### src/rtl/uart_tx_arb_pkg.sv
// Shared types and defaults for the UART TX arbiter.
// The optional watchdog is enabled by defining UART_TX_ARB_TIMEOUT_EN.
package uart_tx_arb_pkg;

    localparam int C_NB_REQ         = 2;
    localparam int C_DATA_WIDTH     = 8;
    localparam int C_GAP_CYCLES     = 4;
    localparam int C_TIMEOUT_CYCLES = 4096;

    typedef enum logic [2:0] {
        ST_IDLE,
        ST_ARB,
        ST_SEND,
        ST_WAIT_DONE,
        ST_GAP
    } state_t;

    // Index width for n requesters, never below one bit.
    function automatic int idx_w(input int n);
        return (n > 1) ? $clog2(n) : 1;
    endfunction

    // Counter width able to hold the value n.
    function automatic int cnt_w(input int n);
        return (n > 0) ? $clog2(n + 1) : 1;
    endfunction

endpackage

### src/rtl/uart_tx_arbiter_rr.sv
// Combinational round-robin pick: the search starts just after last_grant
// and wraps, so the most recently served requester has lowest priority.
module rr_arbiter
    import uart_tx_arb_pkg::*;
#(
    parameter int G_NB_REQ = C_NB_REQ
)(
    input  logic [G_NB_REQ-1:0]        req,
    input  logic [idx_w(G_NB_REQ)-1:0] last_grant,
    output logic [G_NB_REQ-1:0]        grant
);

    localparam int IW = idx_w(G_NB_REQ);

    logic [IW-1:0] idx;
    logic          found;

    always_comb begin
        grant = '0;
        found = 1'b0;
        idx   = last_grant;
        for (int i = 0; i < G_NB_REQ; i++) begin
            idx = (idx == IW'(G_NB_REQ - 1)) ? '0 : idx + IW'(1);
            if (!found && req[idx]) begin
                grant[idx] = 1'b1;
                found      = 1'b1;
            end
        end
    end

endmodule

### src/rtl/uart_tx_arbiter.sv
// Frame-atomic round-robin arbiter feeding one UART TX core from G_NB_REQ
// requesters. rst_n is active-high. Define UART_TX_ARB_TIMEOUT_EN for the
// WAIT_DONE watchdog and its o_timeout_err port.
module uart_tx_arbiter
    import uart_tx_arb_pkg::*;
#(
    parameter int G_NB_REQ         = C_NB_REQ,
    parameter int G_DATA_WIDTH     = C_DATA_WIDTH,
    parameter int G_GAP_CYCLES     = C_GAP_CYCLES,
    parameter int G_TIMEOUT_CYCLES = C_TIMEOUT_CYCLES
)(
    input  logic                             clk,
    input  logic                             rst_n,
    input  logic [G_NB_REQ-1:0]              i_req,
    input  logic [G_NB_REQ*G_DATA_WIDTH-1:0] i_data,
    input  logic [G_NB_REQ-1:0]              i_last,
    output logic [G_NB_REQ-1:0]              o_ack,
    output logic [G_NB_REQ-1:0]              o_grant,
    output logic                             o_tx_start,
    output logic [G_DATA_WIDTH-1:0]          o_tx_data,
    input  logic                             i_tx_done,
`ifdef UART_TX_ARB_TIMEOUT_EN
    output logic                             o_timeout_err,
`endif
    output logic                             o_busy
);

    localparam int IW      = idx_w(G_NB_REQ);
    localparam int CNT_MAX = (G_TIMEOUT_CYCLES > G_GAP_CYCLES) ? G_TIMEOUT_CYCLES : G_GAP_CYCLES;
    localparam int CW      = cnt_w(CNT_MAX);

    state_t                                 state, state_nx, post_frame;
    logic [G_NB_REQ-1:0]                    arb_grant, grant_q;
    logic [IW-1:0]                          arb_idx, grant_idx_q, last_grant_q, sel_idx;
    logic [G_NB_REQ-1:0][G_DATA_WIDTH-1:0]  data_arr;
    logic [G_DATA_WIDTH-1:0]                tx_data_q;
    logic                                   last_q, abort_q, frame_end, gap_end;
    logic [CW-1:0]                          cnt;

    assign data_arr = i_data;

    rr_arbiter #(.G_NB_REQ(G_NB_REQ)) u_rr (
        .req        (i_req),
        .last_grant (last_grant_q),
        .grant      (arb_grant)
    );

    always_comb begin
        arb_idx = '0;
        for (int k = 0; k < G_NB_REQ; k++)
            if (arb_grant[k]) arb_idx = IW'(k);
    end

    // The byte loaded on entry to SEND comes from the new winner out of ARB,
    // otherwise from the owner of the frame in progress.
    assign sel_idx   = (state == ST_ARB) ? arb_idx : grant_idx_q;
    assign frame_end = last_q | abort_q | ~i_req[grant_idx_q];
    assign gap_end   = (cnt == CW'(G_GAP_CYCLES - 1));
    assign post_frame = (G_GAP_CYCLES == 0) ? ((|i_req) ? ST_ARB : ST_IDLE) : ST_GAP;

`ifdef UART_TX_ARB_TIMEOUT_EN
    logic wd_end, timeout_q;
    assign wd_end = (cnt == CW'(G_TIMEOUT_CYCLES - 1));
`endif

    always_ff @(posedge clk or posedge rst_n) begin
        if (rst_n) state <= ST_IDLE;
        else       state <= state_nx;
    end

    always_comb begin
        state_nx = state;
        case (state)
            ST_IDLE:      if (|i_req) state_nx = ST_ARB;
            ST_ARB:       state_nx = (|arb_grant) ? ST_SEND : ST_IDLE;
            ST_SEND:      state_nx = ST_WAIT_DONE;
            ST_WAIT_DONE: begin
                if (i_tx_done) state_nx = frame_end ? post_frame : ST_SEND;
`ifdef UART_TX_ARB_TIMEOUT_EN
                else if (wd_end) state_nx = post_frame;
`endif
            end
            ST_GAP:       if (gap_end) state_nx = (|i_req) ? ST_ARB : ST_IDLE;
            default:      state_nx = ST_IDLE;
        endcase
    end

    always_comb begin
        o_grant    = '0;
        o_ack      = '0;
        o_tx_start = 1'b0;
        o_busy     = (state != ST_IDLE);
        case (state)
            ST_ARB:       o_grant = arb_grant;
            ST_SEND: begin
                o_grant    = grant_q;
                o_ack      = grant_q;
                o_tx_start = 1'b1;
            end
            ST_WAIT_DONE: o_grant = grant_q;
            default:      o_grant = '0;
        endcase
    end

    assign o_tx_data = tx_data_q;

    always_ff @(posedge clk or posedge rst_n) begin
        if (rst_n) begin
            grant_q      <= '0;
            grant_idx_q  <= '0;
            last_grant_q <= IW'(G_NB_REQ - 1);
            tx_data_q    <= '0;
            last_q       <= 1'b0;
            abort_q      <= 1'b0;
            cnt          <= '0;
        end else begin
            if (state == ST_ARB && state_nx == ST_SEND) begin
                grant_q      <= arb_grant;
                grant_idx_q  <= arb_idx;
                last_grant_q <= arb_idx;
            end
            if (state_nx == ST_SEND) begin
                tx_data_q <= data_arr[sel_idx];
                last_q    <= i_last[sel_idx];
            end
            // A dropped request is remembered so a late re-raise cannot revive the frame.
            if (state == ST_ARB)
                abort_q <= 1'b0;
            else if (state == ST_WAIT_DONE && !i_req[grant_idx_q])
                abort_q <= 1'b1;
            // One counter serves both GAP timing and the WAIT_DONE watchdog.
            if (state_nx != state)
                cnt <= '0;
            else if (state == ST_GAP || state == ST_WAIT_DONE)
                cnt <= cnt + CW'(1);
        end
    end

`ifdef UART_TX_ARB_TIMEOUT_EN
    always_ff @(posedge clk or posedge rst_n) begin
        if (rst_n)
            timeout_q <= 1'b0;
        else if (state == ST_WAIT_DONE && !i_tx_done && wd_end)
            timeout_q <= 1'b1;
    end

    assign o_timeout_err = timeout_q;
`endif

endmodule

### config.mk
export PLATFORM = sky130hd
export DESIGN_NAME = uart_tx_arbiter
export DESIGN_NICKNAME = d
export VERILOG_FILES = /design/src/rtl/uart_tx_arb_pkg.sv /design/src/rtl/uart_tx_arbiter_rr.sv /design/src/rtl/uart_tx_arbiter.sv
export SDC_FILE = /design/constraint.sdc
export NUM_CORES = 1
export LEC_CHECK = 0
export BUFFER_PORTS_ARGS = -buffer_cell sky130_fd_sc_hd__buf_2
export CORE_ASPECT_RATIO = 1.5
export CORE_MARGIN = 10
export CORE_UTILIZATION = 25
export DETAILED_ROUTE_END_ITERATION = 8
export GPL_ROUTABILITY_DRIVEN = 1
export SYNTH_ARGS = -nofsm -noshare
export SYNTH_HDL_FRONTEND = slang
export SYNTH_SLANG_ARGS = --single-unit
### constraint.sdc
create_clock -name clk -period 3.1 [get_ports clk]
set_clock_uncertainty 0.05 [all_clocks]
set_input_delay 0.155 -clock clk [delete_from_list [all_inputs] [get_ports clk]]
set_output_delay 0.155 -clock clk [all_outputs]
set_load 0.005 [all_outputs]
; ---- Word level (Yosys, flattened, before mapping)
; Index checks and enable logic that the tools add are counted.
[word_totals]
input_bits = 23
out_inout_bits = 14
word_cells = 78
reg_bits = 30
[op_classes]
n_bitwise = 4
muxes = 35
n_eq_ne = 7
add_sub_neg = 3
n_reduce_logical = 15
magnitude_cmp = 6
[ops]
columns = cell, n
row1 = $mux W13, 2
row2 = $mux W1, 19
row3 = $mux W8, 2
row4 = $pmux W3 S5, 1
row5 = $add A13 B1 Y13 const B, 1
row6 = $eq A13 B2 Y1 const B, 1
row7 = $mux W3, 4
row8 = $eq A3 B2 Y1 const B, 3
row9 = $lt A1 B2 Y1 const B, 4
row10 = $mux W2, 4
row11 = $reduce_or A2 Y1, 3
row12 = $logic_and A1 B1 Y1, 5
row13 = $pmux W2 S2, 1
row14 = $reduce_bool A2 Y1, 2
row15 = $eq A3 B1 Y1 const B, 1
row16 = $eq A3 B3 Y1 const B, 1
row17 = $logic_not A3 Y1, 1
row18 = $ne A3 B3 Y1, 1
row19 = $reduce_bool A3 Y1, 1
row20 = $add A1 B1 Y1 const B, 2
row21 = $demux W1 S1, 2
row22 = $ge A1 B1 Y1 const B, 2
row23 = $logic_not A1 Y1, 2
row24 = $or A1 B1 Y1, 2
row25 = other kinds (3), 3

; ---- Logic depth before layout (Yosys ltp)
; Gate-level depths: netlist of the first run.
[logic_depth]
ltp_word = 15
ltp_mapped = 7
mapped_depth_nobuf = 5

; ---- Modules after synthesis
; Synthesis of the first run repeated with hierarchy kept, for this count alone.
[unflattened]
hier_cells = 170
hier_area_um2 = 1656.6
[modules_own_cells]
columns = module, n_inst, seq_area_each_um2, area_each_um2, cells_per_inst
row1 = uart_tx_arbiter, 1, 726.9, 1637.8, 167
row2 = rr_arbiter, 1, 0.0, 18.8, 3

; ---- Worst setup path before layout of the first run
; No wires, ideal clock.
[synth_timing]
kind = register to register
from = register state[1]
to = register last_q
required_time_ns = 2.925
stages_incl_launch_ff = 6
setup_ns = 0.125
arrival_ns = 2.048
path_buffers = 1
setup_slack_ns = 0.878
period_less_slack_ns = 2.222
cell_sequence = dfrtp_1 -> buf_6 -> nor3b_2 -> mux2i_1 -> mux2_2 -> mux2_2
[synth_via]
elab_chain_len = 4
word_cells_on_any_way = 13
cone_classes = 5 x eq/ne / 7 x mux / 1 x reduce/logical
[synth_lines]
columns = item, line_no
row1 = start: declaration, uart_tx_arbiter.sv:32  ; state_t state, state_nx, post_frame;
row2 = start signal: assignment, uart_tx_arbiter.sv:68  ; else state <= state_nx;
row3 = "parallel branches: the longest is 4 deep, another holds $pmux W3 S5", n/a
row4 = end signal: assignment, uart_tx_arbiter.sv:124  ; last_q <= i_last[sel_idx];
row5 = end: declaration, uart_tx_arbiter.sv:37  ; logic last_q, abort_q, frame_end, gap_end;
; Several ways; the timed one is not identified. The select of a mux whose other input is x is not followed.
; A chain may end at the register's enable or synchronous reset.

; ---- Final worst setup path of the first run
[layout_timing]
from = register state[0]
to = register tx_data_q[7], in the netlist o_tx_data[7]
[layout_via]
elab_chain_len = 4
word_cells_on_any_way = 13
cone_classes = 5 x eq/ne / 7 x mux / 1 x reduce/logical
[layout_lines]
columns = item, line_no
row1 = "parallel branches: the longest is 4 deep, another holds $pmux W3 S5", n/a
row2 = end signal: assignment, uart_tx_arbiter.sv:123  ; tx_data_q <= data_arr[sel_idx];
row3 = end: declaration, uart_tx_arbiter.sv:36  ; logic [G_DATA_WIDTH-1:0] tx_data_q;
; Several ways; the timed one is not identified. The select of a mux whose other input is x is not followed.

==> impl_metrics.yaml, run 1 <==
grt:
  grt_pass1_wl_um: 6568
  grt_pass1_vias: 1464
  grt_start_max_net_pins: 30
  grt_use_total: 0.07658
  antenna_found_initial: 0
  gr-total-overflow: 0
cells_and_area:
  drive_above_1_share: 0.3498
  multi_input_area_sq_um: 860.8
  fillers: 686
  n_antenna_cell: 0
  regArea_sq_um: 726.9
  fin_util: 0.3188
  area_growth_pct: 24.60
  final_nets: 226
worst_setup_path:
  crit_top_cell: "mux2_2"
  cp_num_buf_inv: 1
  cp_slowest_cell: "dfrtp_1"
  cp_max_fo: 17
  path_class: "reg2reg"
  cp-start-kind: "flop"
  worstSetupEndpointType: "flop"
  worstPathRequired_ps: 3210
  crit_family: "multiplexers"
  path_cells: "nor3b_2 > mux2i_1 > buf_4 > mux2_2 > mux2_2"
  slowest_delay_ps: 630
  cp.arrival_ps: 2450
timing:
  relSlewSlack: 0.6736
  period_share: 0.7542
  tightestPinTransition_ps: 485.2
  finalHoldViolations: 0
  fin_setup_tns_ps: 0
  clock.fmax_mhz: 427.7
  finalSetupViolations: 0
  rsz0062_at_grt: "false"
  fin_crit_ps: 2338
  postLayoutSetupSlackWorst_ps: 762.0
  whs_ps: 180.7
  drv_slew: 0
drt:
  dr.pass1.iters: 4
  routed_via_density: 5.029
  routed-via-count: 1403
  drc: 0
  wl_per_cell_um: 14.33
  initialDrtViolationCount: 61
  routed_wl_um: 3997
  drtAntennaViolNets: 0
synthesis:
  synth_edf_count: 0
  netlist-cell-type-count: 43
  yosysWarnings: 0
  synth-seq-cells: 29
  ys.flop_type: "dfrtp_1"
  synthArstFlopShare: 1.000
  synthCells: 160
  syn_nets: 184
  syn_area_sq_um: 1648
  syn_avg_cell_area_sq_um: 10.30
  yosysSeqAreaShare: 0.4412
placement:
  dp_worst_setup_slack_ps: 761.4
  place_hpwl_um: 2996
  portBuffers: 36
  gp_congestion: 0.7651
worst_hold_path:
  hold_path.class: "in2reg"
cts:
  clk_latency_ps: 280
  htreeDepth: 2
  clock_path_buffers: 2
  cts_buffers: 5
  clkSlewWorstSetupHoldPaths_ps: 70
  cts_tree: "yes"
  cts_root_buffer: "clkbuf_8"
  cts.sinks: 29
  post_cts_buffers: 0
status:
  outcome: "completed"
die:
  core_area_sq_um: 6441
  rows: 36
  die_x_um: 86.29
  die_area_sq_um: 10310
  die_y_um: 119.4
  pin_count: 37
  start_util: 0.2558
power:
  p_leak_nw: 0.8834
  power.total_w: 0.001833
  power.density_nw_per_um2: 892.6
  peakVddDrop_v: 0.0002017
job:
  cap_violations: 0
-- through the flow --
stage | area, sq um | cells
floorplan | 1648 | 160
global route | 2053 | 279
detailed placement | 1927 | 270
CTS | 2053 | 279
global placement | 1927 | 270
finish | 2053 | 279
-- final timing paths --
path / startpoint / end / slack [ps] / cells past startpoint
worst max-delay path: state[0] / o_tx_data[7] / 760 / 5
worst min-delay path: i_data[10] / o_tx_data[2] / 180 / 3
worst max register to register: state[0] / o_tx_data[7] / 760 / 5
worst min register to register: o_tx_data[1] / o_tx_data[1] / 450 / 1
max in group asynchronous: rst_n / last_grant_q / 2240 / 4
min in group asynchronous: rst_n / o_tx_data[3] / 440 / 4
-- layer usage --
metal / vias to the layer above / GRT usage / wire length, um
met3: 10 / 0.03615 / 273
met4: 0 / 0.02846 / 74
met5: - / 0 / 0
met1: 677 / 0.07050 / 1475
met2: 30 / 0.1404 / 2173
li1: 686 / - / -
-- worst min-delay path, cell delays in order --
cell and delay [ps]:
buf_2 70, mux2_2 120, mux2_2 130
-- cell families after synthesis --
logic type / synth area share
adder cells (fa/ha/maj): 0.007592
buffers and inverters: 0.03645
multiplexers: 0.1412
AO/OA/AOI/OAI: 0.1617
AND/OR/NAND/NOR: 0.1746
flip-flops: 0.4412
XOR/XNOR: 0.03721
-- flip-flops by register name, summed over array words and instances (netlist names) --
| signal | cells |
|---|---|
| last_q | 1 |
| o_tx_data | 8 |
| grant_q | 2 |
| cnt | 13 |
| state | 3 |
| last_grant_q | 1 |
| abort_q | 1 |
-- report_power, final --
part	internal, W	total, W	switching (W)	leakage, nW
registers	0.000495	0.000625	0.000130	0.370
clock network	0.000262	0.000405	0.000143	0.0585
logic	0.000406	0.000803	0.000397	0.455
total	0.00116	0.00183	0.000669	0.883
-- cells in the final DEF, fill, tap and decap left out, drive strengths merged, types with 3 or more instances in the layout --
| cell | synthesis | layout |
|---|---|---|
| nor3 | 11 | 11 |
| nand2 | 6 | 6 |
| and3 | 3 | 3 |
| xor2 | 4 | 4 |
| mux2 | 18 | 18 |
| clkbuf | 6 | 7 |
| nor2 | 6 | 6 |
| buf | 1 | 41 |
| o2111ai | 3 | 3 |
| o21ai | 7 | 7 |
| or3 | 5 | 5 |
| a21oi | 5 | 5 |
| a22o | 3 | 3 |
| xnor2 | 3 | 3 |
| inv | 7 | 7 |
| mux2i | 3 | 3 |
| o31ai | 3 | 3 |
| nor4 | 3 | 3 |
| a211oi | 5 | 5 |
| dfrtp | 28 | 28 |
-- repair_timing --
| action | CTS | global route |
|---|---|---|
| hold buffers | 1 | 0 |
| resized for setup | 0 | 0 |
| endpoints found under the hold margin | 28 | 0 |
-- synth_stat cells (all sizes together), types with 4 or more instances --
master  count  area, sq um
nand2       6        22.52
or3         5        31.28
xor2        4        35.03
inv         7        26.28
dfrtp      28        700.7
o21ai       7        35.03
a21oi       5        25.02
a211oi      5        37.54
nor2        6        22.52
clkbuf      6        22.52
mux2       18        202.7
nor3       11        55.05
-- area by class of cell --
cell class | instances | area share
inverter | 7 | 0.01280
tap | 76 | 0.04631
multi-input combinational | 117 | 0.4193
clock buffer | 7 | 0.04205
timing repair buffer | 42 | 0.1109
clock inverter | 1 | 0.01463
sequential | 29 | 0.3541
Power figures use the tool's default switching activity.
==> run 2: changes to the inputs <==
clock period = 2.4 ns   (was 3.1 ns; I/O delays follow)
==> run 2 against run 1 <==
Net effect: design area rose by 1.1%; routed wire length grew 4.8%; critical endpoint is now cnt[12]; highest routed layer unchanged; sequential share of layout area is 0.38 points lower.
==> impl_metrics.yaml, run 2 (synthesis results as in run 1) <==
status:
  outcome: "completed"
worst_setup_path:
  worstPathRequired_ps: 2550
  path_class: "reg2reg"
  path_cells: "or3b_4 > a211o_1 > or4_1 > a211oi_1"
  worstSetupEndpointType: "flop"
  cp_slowest_cell: "or4_1"
  crit_path_start: "state[0]"
  cp_num_buf_inv: 0
  crit_family: "simple AND/OR/NAND/NOR gates"
  reg2reg_from: "state[0]"
  slowest_delay_ps: 500
  cp_max_fo: 9
  cp-start-kind: "flop"
  cp.arrival_ps: 2250
cts:
  clock_path_buffers: 2
  htreeDepth: 2
  clk_latency_ps: 290
  cts_buffers: 5
  cts.sinks: 29
  cts_root_buffer: "clkbuf_8"
  post_cts_buffers: 0
  clkSlewWorstSetupHoldPaths_ps: 70
  cts_tree: "yes"
timing:
  whs_ps: 139.6
  tightestPinTransition_ps: 400.0
  period_share: 0.8754
  fin_setup_tns_ps: 0
  relSlewSlack: 0.7333
  fin_crit_ps: 2101
  finalSetupViolations: 0
  clock.fmax_mhz: 476.0
  rsz0062_at_grt: "false"
  finalHoldViolations: 0
  drv_slew: 0
cells_and_area:
  fillers: 682
  drive_above_1_share: 0.3702
  final_nets: 231
  final_common_cell: "buf_2"
  final_cell_mix: "buf_2, dfrtp_1, mux2_2"
  fin_util: 0.3223
  regMostFlops: "cnt"
  area_growth_pct: 25.97
  largest_reg_flops: 13
  fin_area_sq_um: 2076
  n_antenna_cell: 0
placement:
  portBuffers: 36
  placedInstanceArea_sq_um: 1964
  place_hpwl_um: 3164
  gp_congestion: 0.8020
die:
  core_area_sq_um: 6441
  start_util: 0.2558
  pin_count: 37
  die_area_sq_um: 10310
  die_x_um: 86.29
  rows: 36
  die_y_um: 119.4
worst_hold_path:
  min_from: "i_data[10]"
  hold_path.class: "in2reg"
grt:
  grt_start_max_net_pins: 30
  grt_pass1_wl_um: 6955
  grt_use_total: 0.08282
  gr-total-overflow: 0
  grt_pass1_vias: 1472
  antenna_found_initial: 0
power:
  power.density_nw_per_um2: 1129
  power.total_w: 0.002343
  peakVddDrop_v: 0.0002699
  p_leak_nw: 0.9043
drt:
  routed-via-count: 1436
  routed_via_density: 5.056
  dr_wl_met3_um: 224
  drtAntennaViolNets: 0
  initialDrtViolationCount: 61
  routed_wl_um: 4189
  drt-met1-wl_um: 1693
  wl_met2_um: 2162
  top_layer: "met4"
  drc: 0
  dr.pass1.iters: 4
  wl_per_cell_um: 14.75
job:
  cap_violations: 0
run 2: changes by cell type in the layout (fill, tap and decap cells not counted), sizes merged:
cell    change
buf         +5
clkinv      +1
bufinv      -1
run 2: tightest hold or removal path, cell delays in order:
cell	delay, ps
buf_2	70
mux2_2	120
mux2_2	130
run 2: per-stage QoR:
stage / cells / worst slack, ps
after floorplan: 160 / 177.8
after global placement: 275 / 352.5
after detailed placement: 275 / 298.1
after CTS: 284 / 295.2
after global routing: 284 / 229.4
final: 284 / 299.0
run 2: timing repair:
action,4_1_cts,5_1_grt
resized for setup,0,0
hold buffers,1,0
hold endpoints to repair,28,0
run 2: cell type report:
cell class / count / area [sq um] / share of cell area
clock inverters: 1 / 5.005 / 0.002411
repair buffers: 47 / 265.3 / 0.1278
inverters: 7 / 26.28 / 0.01266
well taps: 76 / 95.09 / 0.04581
clock buffers: 7 / 96.34 / 0.04641
multi-input cells: 117 / 860.8 / 0.4147
flip-flops and latches: 29 / 726.9 / 0.3502
run 2: where the power goes:
part           switching, W  internal, W  total, W
clock              0.000185     0.000259  0.000444
sequential        0.0000997     0.000641  0.000741
combinational      0.000587     0.000571   0.00116
run 2: metal layers:
metal / track usage / vias up
li1: - / 699
met1: 0.08479 / 694
met2: 0.1409 / 33
met3: 0.03138 / 10
met4: 0.04472 / 0
met5: 0 / -
run 2: worst paths after layout:
| path | to | slack (ps) | cells after the start |
|---|---|---|---|
| max | cnt[12] | 300 | 4 |
| min | o_tx_data[2] | 140 | 3 |
| max reg2reg | cnt[12] | 300 | 4 |
| min reg2reg | o_tx_data[1] | 450 | 1 |
| max in group asynchronous | last_grant_q | 1590 | 4 |
| min in group asynchronous | cnt[3] | 400 | 4 |
==> run 3: changes to the inputs <==
MAX_ROUTING_LAYER = met4   (was unset)
clock period = 2.32 ns   (was 2.4 ns; I/O delays follow)
==> run 3 against run 2 <==
Net effect: clock power up 22%; routed wire length down 2.8%; utilization up 0.23 points; highest routed layer unchanged; die area unchanged; worst setup slack worse by 78 ps; sequential share of layout area down 0.25 points; global-route usage up 0.076 points; power up 6.6%; critical path depth unchanged; cell count unchanged; design area up 0.72%; largest cell class unchanged; clock-buffer cell count unchanged.
==> impl_metrics.yaml, run 3 (synthesis results as in run 1) <==
drt:
  drtAntennaViolNets: 0
  drc: 0
  routed_via_density: 4.944
  routed_wl_um: 4071
  routed-via-count: 1404
  dr.pass1.iters: 4
  wl_per_cell_um: 14.33
  initialDrtViolationCount: 73
timing:
  drv_slew: 0
  fin_crit_ps: 2099
  finalHoldViolations: 0
  postLayoutSetupSlackWorst_ps: 221.3
  period_share: 0.9046
  clock.fmax_mhz: 476.5
  whs_ps: 139.9
  fin_setup_tns_ps: 0
  rsz0062_at_grt: "false"
  finalSetupViolations: 0
  tightestPinTransition_ps: 416.0
  relSlewSlack: 0.7227
placement:
  dp_worst_setup_slack_ps: 214.7
  portBuffers: 36
  place_hpwl_um: 3208
  placedInstanceArea_sq_um: 1964
  gp_congestion: 0.8098
cells_and_area:
  regMostFlops: "cnt"
  final_common_cell: "buf_2"
  final_cell_mix: "buf_2, dfrtp_1, mux2_2"
  n_antenna_cell: 0
  fillers: 673
  fin_area_sq_um: 2091
  drive_above_1_share: 0.3654
  largest_reg_flops: 13
  final_nets: 231
  area_growth_pct: 26.88
grt:
  grt_pass1_vias: 1460
  antenna_found_initial: 0
  grt_start_max_net_pins: 30
  grt_pass1_wl_um: 6844
  grt_use_total: 0.08358
  gr-total-overflow: 0
worst_hold_path:
  hold_path.class: "in2reg"
  min_from: "i_data[5]"
  whs_path_depth: 3
  hold_end: "o_tx_data[5]"
cts:
  post_cts_buffers: 0
  cts.sinks: 29
  cts_root_buffer: "clkbuf_8"
  htreeDepth: 2
  clk_latency_ps: 280
  cts_tree: "yes"
  cts_buffers: 5
  clock_path_buffers: 2
  clkSlewWorstSetupHoldPaths_ps: 70
worst_setup_path:
  worstPathRequired_ps: 2470
  cp.arrival_ps: 2250
  path_class: "reg2reg"
  rr_endpoint: "cnt[12]"
  reg2reg_from: "state[0]"
  rrSetupSlack_ps: 220
  worstSetupEndpointType: "flop"
  cp-start-kind: "flop"
  cp_max_fo: 9
  r2r_cells: 4
power:
  p_int_w: 0.001603
  power.density_nw_per_um2: 1195
  p_sw_frac: 0.3584
  p_sw_w: 0.0008953
  p_leak_nw: 0.9085
  peakVddDrop_v: 0.0003504
  clkPwrFrac: 0.216
  pwr-share-comb: 0.472
  p_seq_frac: 0.311
  power.total_w: 0.002498
status:
  outcome: "completed"
die:
  die_area_sq_um: 10310
  die_x_um: 86.29
  pin_count: 37
  rows: 36
  start_util: 0.2558
  core_area_sq_um: 6441
  die_y_um: 119.4
job:
  cap_violations: 0
-- run 3: worst max-delay path by stage --
stage / startpoint / end / slack, ps / depth (start not counted)
2_1_floorplan: state[1] / last_q / 100 / 5
3_3_place_gp: state[0] / cnt[12] / 280 / 4
5_1_grt: state[0] / cnt[12] / 140 / 4
4_1_cts: state[0] / cnt[12] / 230 / 4
6_report: state[0] / cnt[12] / 220 / 4
3_5_place_dp: state[0] / cnt[12] / 210 / 4
-- run 3: final cells by class --
class / count / area (sq um) / area share
multi-input combinational: 117 / 860.8 / 0.4117
sequential: 29 / 726.9 / 0.3477
timing repair buffer: 47 / 265.3 / 0.1269
tap: 76 / 95.09 / 0.04548
clock buffer: 7 / 86.33 / 0.04129
clock inverter: 1 / 30.03 / 0.01436
inverter: 7 / 26.28 / 0.01257
-- run 3: per-layer routing --
metal / track usage / wire length, um / vias up
met5: - / 0 / -
met1: 0.08154 / 1569 / 669
met3: 0.03274 / 252 / 8
li1: - / - / 694
met2: 0.1451 / 2170 / 33
met4: 0.03049 / 79 / 0
-- run 3: critical path: stages (launching register included) --
cell and delay [ps]:
dfrtp_1 460, or3b_4 440, a211o_1 350, or4_1 490, a211oi_1 230
-- run 3: timing repair --
action	4_1_cts	5_1_grt
hold buffers	1	0
endpoints found under the hold margin	28	0
gates resized for setup	0	0
-- run 3: power groups by stage --
stage / registers (W) / logic [W] / clock network (W)
6_report: 0.000777 / 0.00118 / 0.000541
3_5_place_dp: 0.000786 / 0.00120 / 0
5_1_grt: 0.000800 / 0.00131 / 0.000586
4_1_cts: 0.000778 / 0.00120 / 0.000557
2_1_floorplan: 0.000765 / 0.000805 / 0
3_3_place_gp: 0.000781 / 0.00119 / 0
-- run 3: stage by stage --
| stage | instances | utilization |
|---|---|---|
| final | 284 | 0.3246 |
| after detailed placement | 275 | 0.3050 |
| after global placement | 275 | 0.3050 |
| after CTS | 284 | 0.3246 |
| after global routing | 284 | 0.3246 |
| after floorplan | 160 | - |
